--- config.mk ---
export PLATFORM = sky130hd
export DESIGN_NAME = uart_rx_sampler
export DESIGN_NICKNAME = d
export VERILOG_FILES = /design/src/rtl/uart_pkg.sv /design/src/rtl/uart_bit_sampler.sv /design/src/rtl/uart_rx_sampler.sv
export SDC_FILE = /design/constraint.sdc
export NUM_CORES = 1
export LEC_CHECK = 0
export ABC_AREA = 0
export CAP_MARGIN = 5
export CELL_PAD_IN_SITES_DETAIL_PLACEMENT = 1
export CELL_PAD_IN_SITES_GLOBAL_PLACEMENT = 2
export CORE_MARGIN = 10
export CORE_UTILIZATION = 36
export CTS_BUF_LIST = sky130_fd_sc_hd__clkbuf_8
export CTS_CLUSTER_SIZE = 28
export DETAILED_ROUTE_END_ITERATION = 8
export GPL_TIMING_DRIVEN = 0
export PLACE_DENSITY_LB_ADDON = 0.1
export SYNTH_ARGS = -nofsm -noshare
export SYNTH_HDL_FRONTEND = slang
export SYNTH_SLANG_ARGS = --single-unit
--- constraint.sdc ---
create_clock -name hwclk -period 2.2 [get_ports hwclk]
set_input_delay 0.22 -clock hwclk [delete_from_list [all_inputs] [get_ports hwclk]]
set_output_delay 0.22 -clock hwclk [all_outputs]
set_load 0.02 [all_outputs]
--- src/rtl/uart_pkg.sv ---
// Shared types and constants for the UART receive path.
package uart_pkg;

    typedef enum logic [1:0] {
        IDLE  = 2'd0,
        START = 2'd1,
        DATA  = 2'd2,
        STOP  = 2'd3
    } rx_state_t;

    localparam int CLK_HZ         = 12_000_000;
    localparam int BAUD_9600_CLKS = CLK_HZ / 9600;

endpackage

--- src/rtl/uart_bit_sampler.sv ---
// Line front end: 2-flop synchroniser, falling-edge detect and bit-sample source.
// With UART_RX_MAJORITY_EN defined, sample_bit is the 2-of-3 vote of the last three rx_s values.
module uart_bit_sampler (
    input  logic hwclk,
    input  logic reset_n,
    input  logic rx,
    output logic rx_s,
    output logic start_edge,
    output logic sample_bit
);
    logic rx_meta;
    logic rx_d;

    // Reset to the idle-high level so releasing reset never looks like a start edge.
    always_ff @(posedge hwclk or negedge reset_n) begin
        if (!reset_n) begin
            rx_meta <= 1'b1;
            rx_s    <= 1'b1;
            rx_d    <= 1'b1;
        end else begin
            rx_meta <= rx;
            rx_s    <= rx_meta;
            rx_d    <= rx_s;
        end
    end

    assign start_edge = rx_d & ~rx_s;

`ifdef UART_RX_MAJORITY_EN
    logic rx_dd;

    always_ff @(posedge hwclk or negedge reset_n) begin
        if (!reset_n) rx_dd <= 1'b1;
        else          rx_dd <= rx_d;
    end

    // Read one cycle after the nominal point: rx_dd, rx_d, rx_s are the -1, 0, +1 samples.
    assign sample_bit = (rx_s & rx_d) | (rx_s & rx_dd) | (rx_d & rx_dd);
`else
    assign sample_bit = rx_s;
`endif

endmodule

--- src/rtl/uart_rx_sampler.sv ---
// UART 8N1 receiver on the 12 MHz clock with a single-entry valid/ready holding register.
// Define UART_RX_MAJORITY_EN for 2-of-3 majority sampling; every decision then lands one cycle later.
module uart_rx_sampler
    import uart_pkg::*;
#(
    parameter int CLKS_PER_BIT = BAUD_9600_CLKS,
    parameter int HALF_BIT     = CLKS_PER_BIT / 2
) (
    input  logic       hwclk,
    input  logic       reset_n,
    input  logic       rx,
    output logic [7:0] rx_data,
    output logic       rx_valid,
    input  logic       rx_ready,
    output logic       busy,
    output logic       frame_err,
    output logic       overrun
);
    localparam int CW = $clog2(CLKS_PER_BIT);
    localparam logic [CW-1:0] HALF_LAST = CW'(HALF_BIT - 1);
    localparam logic [CW-1:0] BIT_LAST  = CW'(CLKS_PER_BIT - 1);

    rx_state_t     state_q, state_d;
    logic [CW-1:0] cnt_q, cnt_d;
    logic [2:0]    bit_idx_q, bit_idx_d;
    logic [7:0]    shreg_q, shreg_d;
    logic [7:0]    rx_data_d;
    logic          rx_valid_d, frame_err_d, overrun_d;
    logic          rx_s_unused, start_edge, sample_bit;
    logic          nominal, decide;

    uart_bit_sampler u_sampler (
        .hwclk      (hwclk),
        .reset_n    (reset_n),
        .rx         (rx),
        .rx_s       (rx_s_unused),
        .start_edge (start_edge),
        .sample_bit (sample_bit)
    );

    // The counter restarts at the nominal point; the decision may trail it by a cycle.
    assign nominal = (state_q == START) ? (cnt_q == HALF_LAST)
                                        : ((state_q != IDLE) && (cnt_q == BIT_LAST));

`ifdef UART_RX_MAJORITY_EN
    logic nominal_q;

    always_ff @(posedge hwclk or negedge reset_n) begin
        if (!reset_n) nominal_q <= 1'b0;
        else          nominal_q <= nominal;
    end

    assign decide = nominal_q;
`else
    assign decide = nominal;
`endif

    always_comb begin
        // NOTE: every output of this block gets a default first so no path can infer a latch.
        state_d     = state_q;
        cnt_d       = cnt_q;
        bit_idx_d   = bit_idx_q;
        shreg_d     = shreg_q;
        rx_data_d   = rx_data;
        rx_valid_d  = rx_valid & ~rx_ready;
        frame_err_d = 1'b0;
        overrun_d   = 1'b0;

        if (state_q != IDLE) cnt_d = nominal ? '0 : cnt_q + CW'(1);

        unique case (state_q)
            IDLE: begin
                if (start_edge) begin
                    cnt_d   = '0;
                    state_d = START;
                end
            end
            START: begin
                if (decide) begin
                    if (!sample_bit) begin
                        bit_idx_d = '0;
                        state_d   = DATA;
                    end else begin
                        state_d = IDLE;
                    end
                end
            end
            DATA: begin
                if (decide) begin
                    shreg_d = {sample_bit, shreg_q[7:1]};
                    if (bit_idx_q == 3'd7) state_d = STOP;
                    else                   bit_idx_d = bit_idx_q + 3'd1;
                end
            end
            STOP: begin
                if (decide) begin
                    state_d = IDLE;
                    if (!sample_bit) begin
                        frame_err_d = 1'b1;
                    end else if (!rx_valid || rx_ready) begin
                        rx_data_d  = shreg_q;
                        rx_valid_d = 1'b1;
                    end else begin
                        overrun_d = 1'b1;
                    end
                end
            end
        endcase
    end

    always_ff @(posedge hwclk or negedge reset_n) begin
        if (!reset_n) begin
            state_q   <= IDLE;
            cnt_q     <= '0;
            bit_idx_q <= '0;
            shreg_q   <= '0;
            rx_data   <= '0;
            rx_valid  <= 1'b0;
            frame_err <= 1'b0;
            overrun   <= 1'b0;
        end else begin
            // NOTE: non-blocking assignments so every register samples pre-edge values.
            state_q   <= state_d;
            cnt_q     <= cnt_d;
            bit_idx_q <= bit_idx_d;
            shreg_q   <= shreg_d;
            rx_data   <= rx_data_d;
            rx_valid  <= rx_valid_d;
            frame_err <= frame_err_d;
            overrun   <= overrun_d;
        end
    end

    assign busy = (state_q != IDLE);

endmodule

### After elaboration in Yosys (flattened, before gate mapping)

Index checks and enable logic that the tools add are counted.

* muxes and demuxes: 28
* bitwise operators: 4
* add/subtract/negate cells: 2
* reductions and logical operators: 10
* eq/ne operators: 13

Operator list (number)
* $mux W11: 4
* $ne A2 B2 Y1 const B: 7
* $mux W1: 12
* $mux W2: 6
* $mux W3: 4
* $add A11 B1 Y11 const B: 1
* $eq A11 B10 Y1 const B: 1
* $eq A11 B11 Y1 const B: 1
* $reduce_and A5 Y1: 2
* $pmux W2 S4: 1
* $pmux W3 S2: 1
* $eq A2 B2 Y1 const B: 2
* $reduce_and A4 Y1: 1
* $reduce_bool A2 Y1: 2
* $add A3 B1 Y3 const B: 1
* $eq A3 B3 Y1 const B: 1
* $and A1 B1 Y1: 2
* $eq A2 B1 Y1 const B: 1
* $logic_not A2 Y1: 1
* $not A1 Y1: 2
* $reduce_and A2 Y1: 1
* $logic_and A1 B1 Y1: 1
* $logic_not A1 Y1: 1
* $logic_or A1 B1 Y1: 1

* logic and storage cells: 68
* input port bits: 4
* register bits after elaboration: 38

### Longest topological paths before layout

* word-level depth: 7
* depth in mapped cells: 8
* mapped depth without buffers: 7

### Cells and area by module

Synthesis repeated with hierarchy kept, for this count alone.

* cell total of the unflattened synthesis: 151
* area total of the unflattened synthesis: 1798.0 um2

By module, submodules not included
* uart_rx_sampler: times used 1, cells each 146, area each 1697.9 um2, seq. area each 875.8 um2
* uart_bit_sampler: times used 1, cells each 5, area each 100.1 um2, seq. area each 78.8 um2

### Worst setup path after synthesis

Ideal clock, no wire load.

* path type: register to register
* from: register state_q[0]
* to: register rx_data[0]
* setup time: 125 ps
* data required time: 2075 ps
* cell stages (with the launch flop): 8
* arrival: 1979 ps
* setup slack: 96 ps
* cell sequence: dfrtp_1 > inv_1 > ha_1 > nand4b_1 > nor3_2 > o21ai_2 > nor4_4 > mux2_2

* longest elaborated chain between the ends: 4

RTL lines
* start, declared: line uart_rx_sampler.sv:23 `rx_state_t state_q, state_d;`
* start signal, assigned: line uart_rx_sampler.sv:123 `state_q <= state_d;`
* $reduce_bool A2 Y1: line uart_rx_sampler.sv:43 `: ((state_q != IDLE) && (cnt_q == BIT_LAST));`
* $logic_and A1 B1 Y1: line uart_rx_sampler.sv:43
* $mux W1: line uart_rx_sampler.sv:42 `assign nominal = (state_q == START) ? (cnt_q == HALF_LAST)`
* $reduce_and A4 Y1 (no line) (*)
* end signal, assigned: line uart_rx_sampler.sv:127 `rx_data <= rx_data_d;`
* end, declared: line uart_rx_sampler.sv:12 `output logic [7:0] rx_data,`

Mark *: on every way between the ends. The rest lies on a longest branch, timed or not.
A chain may end at the register's enable or synchronous reset.

==> impl_metrics.yaml <==
synthesis:
  synthArstFlopShare_pct: 100
  synth.area.top_cells: "dfrtp_1, mux2_2, ha_1"
  yosysMostFrequentCell: "dfrtp_1"
  synth.avg_cell_area_um2: 11.5
  synthXorXnorAreaFrac_pct: 0.460
  synth_largest_area_cell: "dfrtp_1"
  syn_inst: 165
  synthAdderAreaFrac_pct: 5.91
  yosys_register_bits: 38
  synth_common_cells: "dfrtp_1, mux2_2, nand2_1"
  syn_nets: 178
  yosysTopAreaCellShare_pct: 46.0
  synth-edff-count: 0
  muxShareOfSynthArea_pct: 10.5
  ys_warn_count: 0
  synth_top_family_by_area: "simple AND/OR/NAND/NOR gates"
  ys_types: 50
  synth_seq_area_share_pct: 50.1
  yosys.area_share.simple_pct: 16.5
  synth_ff_type: "dfrtp_1"
  synth_compound_area_share_pct: 14.0
  netlist_area_mm2: 0.00191
sta:
  max_clock_freq_mhz: 475
  rsz0062_at_grt: "true"
  fin_worst_skew_ns: 0.00667
  finalCritPeriodShare_pct: 95.7
  fin_crit_ns: 2.11
  hold_viol_final: 0
  setup_viol: 0
  layout_setup_ws_ns: 0.0947
  slew_viol_final: 0
  slew_headroom_pct: 42.2
  worstMarginPinSlew_ns: 0.866
placed_design:
  postPlaceCellArea_mm2: 0.00214
  place_ws_ns: -0.440
  portBuffers: 15
  gp_congestion: 0.775
  dpl.hpwl_um: 3230
routing:
  drtIter0Drc: 44
  drt_pass1_iterations: 4
  drc: 0
  wire_per_inst_um: 17.4
  vias_per_cell: 5.44
  routed_wl_um: 4690
  vias: 1470
  antenna_left: 0
cells_and_area:
  drive_above_1_share_pct: 29.0
  register_area_um2: 957
  diodes: 0
  multiInputGateArea_um2: 941
  final_util_pct: 47.3
  fillers: 556
  nNetsFinal: 212
  final_area_mm2: 0.00241
  areaGrowthSynthToFinish_pct: 26.7
critical_path:
  reg2reg_slack_ns: 0.09
  critPathCaptureType: "register"
  slowest_stage: "dfrtp_1"
  worstSetupPathType: "register to register"
  slowest_delay_ns: 0.37
  arrival_ns: 2.28
  crit_chain: "inv_2 > ha_4 > nand4b_1 > nor3_4 > o21ai_4 > nor4_4 > buf_4 > mux2_2"
  cp-start-kind: "register"
  worst-path-max-fanout: 5
  worstPathRequired_ns: 2.37
grt:
  grt_max_degree: 39
  grt_pass1_wl_um: 8200
  grt_use_total_pct: 11.8
  grt_pass1_vias: 1588
  gr-total-overflow: 0
  antenna_found_initial: 0
floorplan:
  io_pins: 16
  die_h_um: 92.8
  dieArea_mm2: 0.00860
  initial_core_util_pct: 37.3
  core_mm2: 0.00511
  die_w_um: 92.8
  rows: 26
power_and_ir_drop:
  ir_drop_mv: 0.498
  power_per_cell_area_mw_per_mm2: 979
  power.leakage_nw: 1.08
run:
  cap_violations: 0
clock_tree:
  numCtsBuffers: 5
  cts.path.max_buffers: 2
  numClockSinks: 38
  clock-root-buffer: "clkbuf_8"
  clk_pin_slew_ns: 0.08
  cts_tree: "done"
  insertion_delay_ns: 0.29
  htreeDepth: 2
outcome:
  status: "complete, no violations"
min_path:
  worstHoldPathType: "input pin to asynchronous set/reset pin"
==> layer usage <==
metal / GRT usage [%] / part of all wire (%) / up-vias
li1: - / - / 681
met1: 15.2 / 46 / 765
met2: 19.4 / 49 / 20
met3: 2.50 / 3.8 / 4
met4: 3.47 / 0.81 / 0
met5: 0 / 0 / -
==> power by group <==
| group | leakage, nW | switching (W) | internal (W) |
|---|---|---|---|
| Combinational | 0.503 | 0.000467 | 0.000363 |
| Sequential | 0.511 | 0.0000649 | 0.000757 |
| Clock | 0.0683 | 0.000258 | 0.000454 |
==> cell usage in the layout (no fill, tap or decap), drive strengths merged, types with 6 or more instances in the layout <==
cell type / n
clkbuf: 7
nor2: 9
o21ai: 7
mux2: 16
clkdlybuf4s50: 14
dfrtp: 35
buf: 14
inv: 8
a22o: 6
ha: 9
nand2: 11
==> flip-flops by register name, indices dropped and copies added, names as in the netlist, named ones only <==
name	count
bit_idx_q	3
overrun	1
rx_valid	1
frame_err	1
u_sampler.rx_meta	1
u_sampler.rx_d	1
state_q	1
cnt_q	11
rx_data	8
shreg_q	8
u_sampler.rx_s	1
==> logic make-up after synthesis <==
logic type,count (synthesis)
compound gates,36
mux,18
simple gates,51
flops,38
buf+inv,12
fa+ha+maj,9
xor+xnor,1
==> metrics by stage <==
stage	hold WS [ns]	total power, W	setup TNS [ns]	std cells
2_1_floorplan	-0.0756	0.00129	0	165
3_3_place_gp	0.346	0.00147	-3.26	250
3_5_place_dp	0.348	0.00151	-4.78	250
4_1_cts	0.0574	0.00230	0	265
5_1_grt	0.109	0.00252	-0.0133	270
6_report	0.0430	0.00236	0	270
==> worst max-delay path: cells and delay by family (launching register included) <==
family / cells / cell delay [ns]
flops: 1 / 0.37
fa+ha+maj: 1 / 0.18
compound gates: 1 / 0.09
mux: 1 / 0.33
simple gates: 3 / 0.76
buf+inv: 2 / 0.26
==> final cells by class <==
class | instances | share of cell area [%]
inverters | 9 | 1.40
clock buffers | 5 | 2.85
flip-flops and latches | 38 | 39.6
clock inverters | 3 | 2.85
plain buffers | 3 | 0.777
multi-input cells | 115 | 39.0
repair buffers | 27 | 9.90
well taps | 70 | 3.63
==> path summary, 6_finish.rpt <==
kind | startpoint | endpoint | depth (start not counted)
worst min-delay path | reset_n | shreg_q[0] | 1
max in group asynchronous | reset_n | cnt_q[1] | 1
worst min register to register | u_sampler.rx_meta | u_sampler.rx_s | 0
min in group hwclk | rx | u_sampler.rx_meta | 1
worst max register to register | register | rx_data[5] | 8
worst max-delay path | register | rx_data[5] | 8
==> what timing repair did <==
| action | 4_1_cts | 5_1_grt |
|---|---|---|
| pin swaps | 3 | 4 |
| buffers inserted | 7 | 5 |
| gates resized for setup | 8 | 9 |
| hold buffers | 0 | 0 |
| setup endpoints to repair | 28 | 27 |
(Power assumes the default switching activity.)
